File: src/rtl/rx_fifo_bus_if.sv
// rx_fifo_bus_if: bus register interface for the USB RX FIFO with pop, flush, sticky status and irq
module rx_fifo_bus_if #(
  parameter int         COUNT_W    = 16,
  parameter logic [7:0] THRESH_RST = 8'd1
) (
  input  logic               busClk,
  input  logic               rstSyncToBusClk,
  input  logic [2:0]         address,
  input  logic               writeEn,
  input  logic               strobe_i,
  input  logic               fifoSelect,
  input  logic [7:0]         busDataIn,
  output logic [7:0]         busDataOut,
  input  logic [7:0]         fifoDataIn,
  input  logic               fifoEmpty,
  input  logic               fifoOverflow,
  input  logic [COUNT_W-1:0] numElementsInFifo,
  output logic               fifoREn,
  output logic               forceEmpty,
  output logic               irq
);
  logic       rd, wr, rd_edge, wr_edge, level_flag;
  logic [15:0] count;
  logic       rd_prev_q, rd_prev_d, wr_prev_q, wr_prev_d;
  logic [2:0] ctrl_q, ctrl_d;
  logic [7:0] thresh_q, thresh_d;
  logic       over_q, over_d, under_q, under_d;
  logic       flush_q, flush_d, irq_q, irq_d;
  assign rd         = strobe_i & fifoSelect & ~writeEn;
  assign wr         = strobe_i & fifoSelect & writeEn;
  assign rd_edge    = rd & ~rd_prev_q;
  assign wr_edge    = wr & ~wr_prev_q;
  assign count      = 16'(numElementsInFifo);
  assign level_flag = count >= {8'b0, thresh_q};
  assign fifoREn    = rd_edge & (address == 3'd0) & ~fifoEmpty & ~rstSyncToBusClk;
  assign forceEmpty = flush_q;
  assign irq        = irq_q;
  // next-state: edge-qualified register writes, sticky set-over-clear, interrupt source
  always_comb begin
    rd_prev_d = rd;
    wr_prev_d = wr;
    ctrl_d    = (wr_edge && address == 3'd1) ? busDataIn[2:0] : ctrl_q;
    thresh_d  = (wr_edge && address == 3'd6) ? busDataIn : thresh_q;
    flush_d   = wr_edge && address == 3'd4 && busDataIn[0];
    over_d    = fifoOverflow | (over_q & ~(wr_edge && address == 3'd5 && busDataIn[2]));
    under_d   = (rd_edge && address == 3'd0 && fifoEmpty) |
                (under_q & ~(wr_edge && address == 3'd5 && busDataIn[3]));
    irq_d     = (ctrl_q[0] & level_flag) | (ctrl_q[1] & over_q) | (ctrl_q[2] & under_q);
  end
  // state registers with synchronous reset overriding any concurrent access
  always_ff @(posedge busClk) begin
    if (rstSyncToBusClk) begin
      rd_prev_q <= 1'b0;
      wr_prev_q <= 1'b0;
      ctrl_q    <= 3'b0;
      thresh_q  <= THRESH_RST;
      over_q    <= 1'b0;
      under_q   <= 1'b0;
      flush_q   <= 1'b0;
      irq_q     <= 1'b0;
    end else begin
      rd_prev_q <= rd_prev_d;
      wr_prev_q <= wr_prev_d;
      ctrl_q    <= ctrl_d;
      thresh_q  <= thresh_d;
      over_q    <= over_d;
      under_q   <= under_d;
      flush_q   <= flush_d;
      irq_q     <= irq_d;
    end
  end
  // read-data mux; empty FIFO reads as zero rather than stale head data
  always_comb begin
    busDataOut = 8'h00;
    case (address)
      3'd0: busDataOut = fifoEmpty ? 8'h00 : fifoDataIn;
      3'd1: busDataOut = {5'b0, ctrl_q};
      3'd2: busDataOut = count[15:8];
      3'd3: busDataOut = count[7:0];
      3'd4: busDataOut = {4'b0, under_q, over_q, level_flag, fifoEmpty};
      3'd6: busDataOut = thresh_q;
      default: busDataOut = 8'h00;
    endcase
  end
endmodule
File: config.mk
export PLATFORM = sky130hd
export DESIGN_NAME = rx_fifo_bus_if
export DESIGN_NICKNAME = d
export VERILOG_FILES = /design/src/rtl/rx_fifo_bus_if.sv
export SDC_FILE = /design/constraint.sdc
export NUM_CORES = 1
export LEC_CHECK = 0
export ABC_CLOCK_PERIOD_IN_PS = 1750
export CAP_MARGIN = 30
export CORE_UTILIZATION = 44
export CTS_BUF_LIST = sky130_fd_sc_hd__clkbuf_2 sky130_fd_sc_hd__clkbuf_4 sky130_fd_sc_hd__clkbuf_8
export DETAILED_ROUTE_END_ITERATION = 8
export GPL_ROUTABILITY_DRIVEN = 0
export PLACE_DENSITY_LB_ADDON = 0.15
export RECOVER_POWER = 25
export SYNTH_ARGS = -nofsm -noshare
export SYNTH_HDL_FRONTEND = slang
export SYNTH_SLANG_ARGS = --single-unit
File: constraint.sdc
create_clock -name busClk -period 1.75 [get_ports busClk]
set_clock_uncertainty 0.05 [all_clocks]
set_input_delay 0.2625 -clock busClk [delete_from_list [all_inputs] [get_ports busClk]]
set_output_delay 0.2625 -clock busClk [all_outputs]
set_load 0.1 [all_outputs]
Word-level counts from Yosys, hierarchy flattened --
Cells that the tools add are included.
Word-level totals: logic and storage cells 51, flip-flop bits (word level) 17
Operators by class: multiplexer cells 2, reductions and logical operators 10, $lt $le $gt $ge 1, bitwise logic cells 24, eq/ne operators 6
Operators with widths (number):
- 8-bit one-hot mux with 6 select lines | 1
- 16-bit by 8-bit >= comparator with 1-bit output | 1
- 1-bit AND | 13
- 3-bit == test (second input constant) | 3
- 1-bit logical AND | 9
- 8-bit two-way mux | 1
- 1-bit inverter | 7
- 3-bit by 2-bit == test with 1-bit output (second input constant) | 2
- 1-bit bitwise OR | 4
- 3-bit by 1-bit == test with 1-bit output (second input constant) | 1
- 3-bit logical NOT | 1

Depth between registers and ports, before layout --
word-level depth 8, gate-level depth with buffers 6, depth with buffers taken out 6

Worst setup path before layout --
Ideal clock, no wire load.
path kind input port to output port, start point in address[2], end point out busDataOut[3], setup slack -1.460 ns, buffers on the path 2, arrival 2.898 ns, cell stages on the path 6, cell sequence buf_6 -> buf_4 -> mux2i_1 -> nor2_1 -> a21oi_1 -> o21ai_0
Between the ends: cells in the longest elaborated chain, start to end 2
RTL lines:
- start: declaration | line 8 | input logic [2:0] address,
- 3-bit == test (tied with other cells) | line 75 | case (address)
- 8-bit one-hot mux with 6 select lines (*) | line 75
- end: declaration | line 13 | output logic [7:0] busDataOut,
Mark *: on every way between the ends. The rest lies on a longest branch, timed or not.

Worst setup path in the final report --
start point in numElementsInFifo[6], end point out busDataOut[1]
Between the ends: cells in the longest elaborated chain, start to end 2
RTL lines:
- start: declaration | line 17 | input logic [COUNT_W-1:0] numElementsInFifo,
- 16-bit by 8-bit >= comparator with 1-bit output | line 34 | assign level_flag = count >= {8'b0, thresh_q};
- 8-bit one-hot mux with 6 select lines | line 75
Every way passes these cells.

==> metrics <==
Syn Area/Cell 8.34 sq um; critical-path cell with the highest stage delay clkdlybuf4s50_1; RSZ-0062 raised after global routing yes; WL per Instance approximately 21 um; area grow syn2layout 90.1%; met2 usage 56.8%; Worst IR Drop VDD ~550 uV; post-DP HPWL 3630 um; CP Launch Point numElementsInFifo[6]; Synth Instances 154; DRC viols 0; register area share after synthesis a little over a quarter; final hold viol count 0; Worst Path Arrival 1.86 ns; Antenna diodes 0; CTS tree yes; Syn Nets ~200; outcome finished with violations; GR peak layer met2; Critical R2R Launch thresh_q[7]$_SDFFE_PP0P_; crit start category input port; Area after DPL 2240 sq um; Worst-Margin Slew 0.685 ns; Fmax achieved 460 MHz; H-tree depth 1; Tmin final 2.17 ns; Tot GR Track Use approximately a third; failing checks negative setup slack; die width 56.0 um; I/O Pins 53; first-pass GRT wire length 8270 um; core box area 2760 sq um; WS Path Type input port to output pin; met1 GRT Util 41.2%; Final Cell Area 2440 sq um; P_leak between 1 and 1.5 nW; Detailed Route WL 5690 um; die area around 3100 sq um; Post-layout nets 291; final setup margin -0.423 ns; I/O Buffers 52; Commonest cells post-synth nor2_1 (22), mux2i_1 (19), dfxtp_1 (17); final setup violating endpoints 6; ANT nets after route 0; CTS sink count 17; cell with the most instances after synthesis nor2_1; Synth top area share about a quarter; Filler Cell Count 130; Yosys reg bits 17; CP peak stage delay 0.43 ns; met3 Resource Use GR 4.42%; Overflow after GRT 0; Via density 6.01; synth top area cells dfxtp_1 (26%), mux2i_1 (15%), ha_1 (7.8%); Initial Util 46.6%; reg2reg end irq$_SDFF_PP0_; Critical Path Sink busDataOut[1]; number of global-route vias before repair around 1700; 1st-iter DRT viols 79; clock slew seen by the registers of the worst setup and hold paths 0.10 ns; Netlist cell types 38; worst-path cell chain clkdlybuf4s50_1, ha_1, nand4_1, a211o_1, nand3_4, buf_12; clock root cell clkbuf_4; num rows 19; vias 1630; R2R Setup Slk -0.15 ns; Post-Syn Area between 1000 and 1500 sq um; CP Max Fanout 3; share of post-route cells with drive strength above 1 43.8%; Period Utilization, post-route 124%; Final Core Density 88.6%; pwr dens roughly 460 nW/um^2; prevailing post-synth register cell dfxtp_1; Async SR Flop Fraction 0%; HP Start writeEn; critical path required time 1.44 ns; Hold WC Path Type input port to register; CTS Hold Bufs 0; Max Cap Viol 0; number of synthesized flops with an enable pin 0; largest net degree at the start of global routing 16; Longest Clk Path Bufs 2; library cell with the largest summed area after synthesis dfxtp_1; Crit. End Element output pin; Slew headroom 54.3%; First-pass DRT Iterations 4; initial antenna violation count 0; warnings from Yosys 0; worst skew pair latency 0.29 ns; die span in y 56.0 um; total CTS buffers 3; Final Max Tran Viols 0; cells on worst reg2reg path 9
==> cells by family after synthesis <==
logic type,share of synthesized area (%)
simple gates,23.9
flops,26.5
compound gates,17.5
mux,14.8
buf+inv,9.54
fa+ha+maj,7.79
==> sequential cells by signal, indices dropped and copies added, names as in the netlist <==
| name | cells |
|---|---|
| under_q | 1 |
| ctrl_q | 3 |
| irq | 1 |
| rd_prev_q | 1 |
| over_q | 1 |
| forceEmpty | 1 |
| wr_prev_q | 1 |
| thresh_q | 8 |
==> metal layers <==
metal	vias up	share of wire, %
li1	726	-
met1	763	37
met2	108	49
met3	33	7.4
met4	0	6.0
met5	-	0
==> worst max-delay path, delay by kind of cell <==
kind,cells,cell delay [ns]
AO/OA/AOI/OAI,1,0.33
adder cells (fa/ha/maj),1,0.34
AND/OR/NAND/NOR,2,0.32
buffers and inverters,2,0.60
==> worst min path at each step <==
stage / endpoint / cells after the start / slack (ns)
3_5_place_dp: under_q$_SDFF_PP0_ / 1 / 0.49
5_1_grt: rd_prev_q$_SDFF_PP0_ / 2 / 0.21
3_3_place_gp: over_q$_SDFF_PP0_ / 2 / 0.47
4_1_cts: rd_prev_q$_SDFF_PP0_ / 2 / 0.50
6_report: rd_prev_q$_SDFF_PP0_ / 2 / 0.20
2_1_floorplan: rd_prev_q$_SDFF_PP0_ / 1 / 0.31
==> report_power, final <==
part,internal [W],switching (W)
logic,0.000236,0.000275
registers,0.000392,0.00000453
clock network,0.0000851,0.000125
total,0.000713,0.000405
==> what timing repair did <==
| item | in CTS | in global routing |
|---|---|---|
| pin swaps | 8 | 17 |
| buffers inserted | 2 | 4 |
| endpoints found under the setup margin | 9 | 10 |
| gates resized for setup | 20 | 45 |
==> layout make-up <==
class | count | area (sq um) | area share [%]
Multi-Input combinational cell | 117 | 1050 | 43.1
Timing Repair Buffer | 91 | 935 | 38.3
Sequential cell | 17 | 348 | 14.2
Inverter | 11 | 41.3 | 1.69
Tap cell | 31 | 38.8 | 1.59
Clock buffer | 3 | 22.5 | 0.922
Clock inverter | 1 | 5.00 | 0.205
==> layout by cell type, fill, tap and decap left out, drive strengths merged, types with 2 or more instances in the layout <==
cell type,instances
buf,48
clkdlybuf4s50,25
nor2,22
mux2i,19
dfxtp,17
inv,11
nand2,11
a21oi,11
clkbuf,9
dlymetal6s2s,8
ha,8
o21ai,7
nand4,4
dlygate4sd2,4
a22oi,4
nor2b,4
o211ai,3
nor4,3
nand3,3
nor3,2
a211oi,2
and3,2
==> per-stage QoR <==
step           hold WS, ns  TNS, ns  total power, W  worst slack [ns]  std cells
3_3_place_gp         0.469    -3.56        0.000852            -0.404        261
5_1_grt              0.210    -1.46         0.00116            -0.471        271
6_report             0.204    -1.11         0.00112            -0.423        271
3_5_place_dp         0.490    -4.88        0.000867            -0.495        261
2_1_floorplan        0.311  -0.0610        0.000637           -0.0610        154
4_1_cts              0.501    -1.13         0.00109            -0.385        267
(Power assumes the default switching activity.)
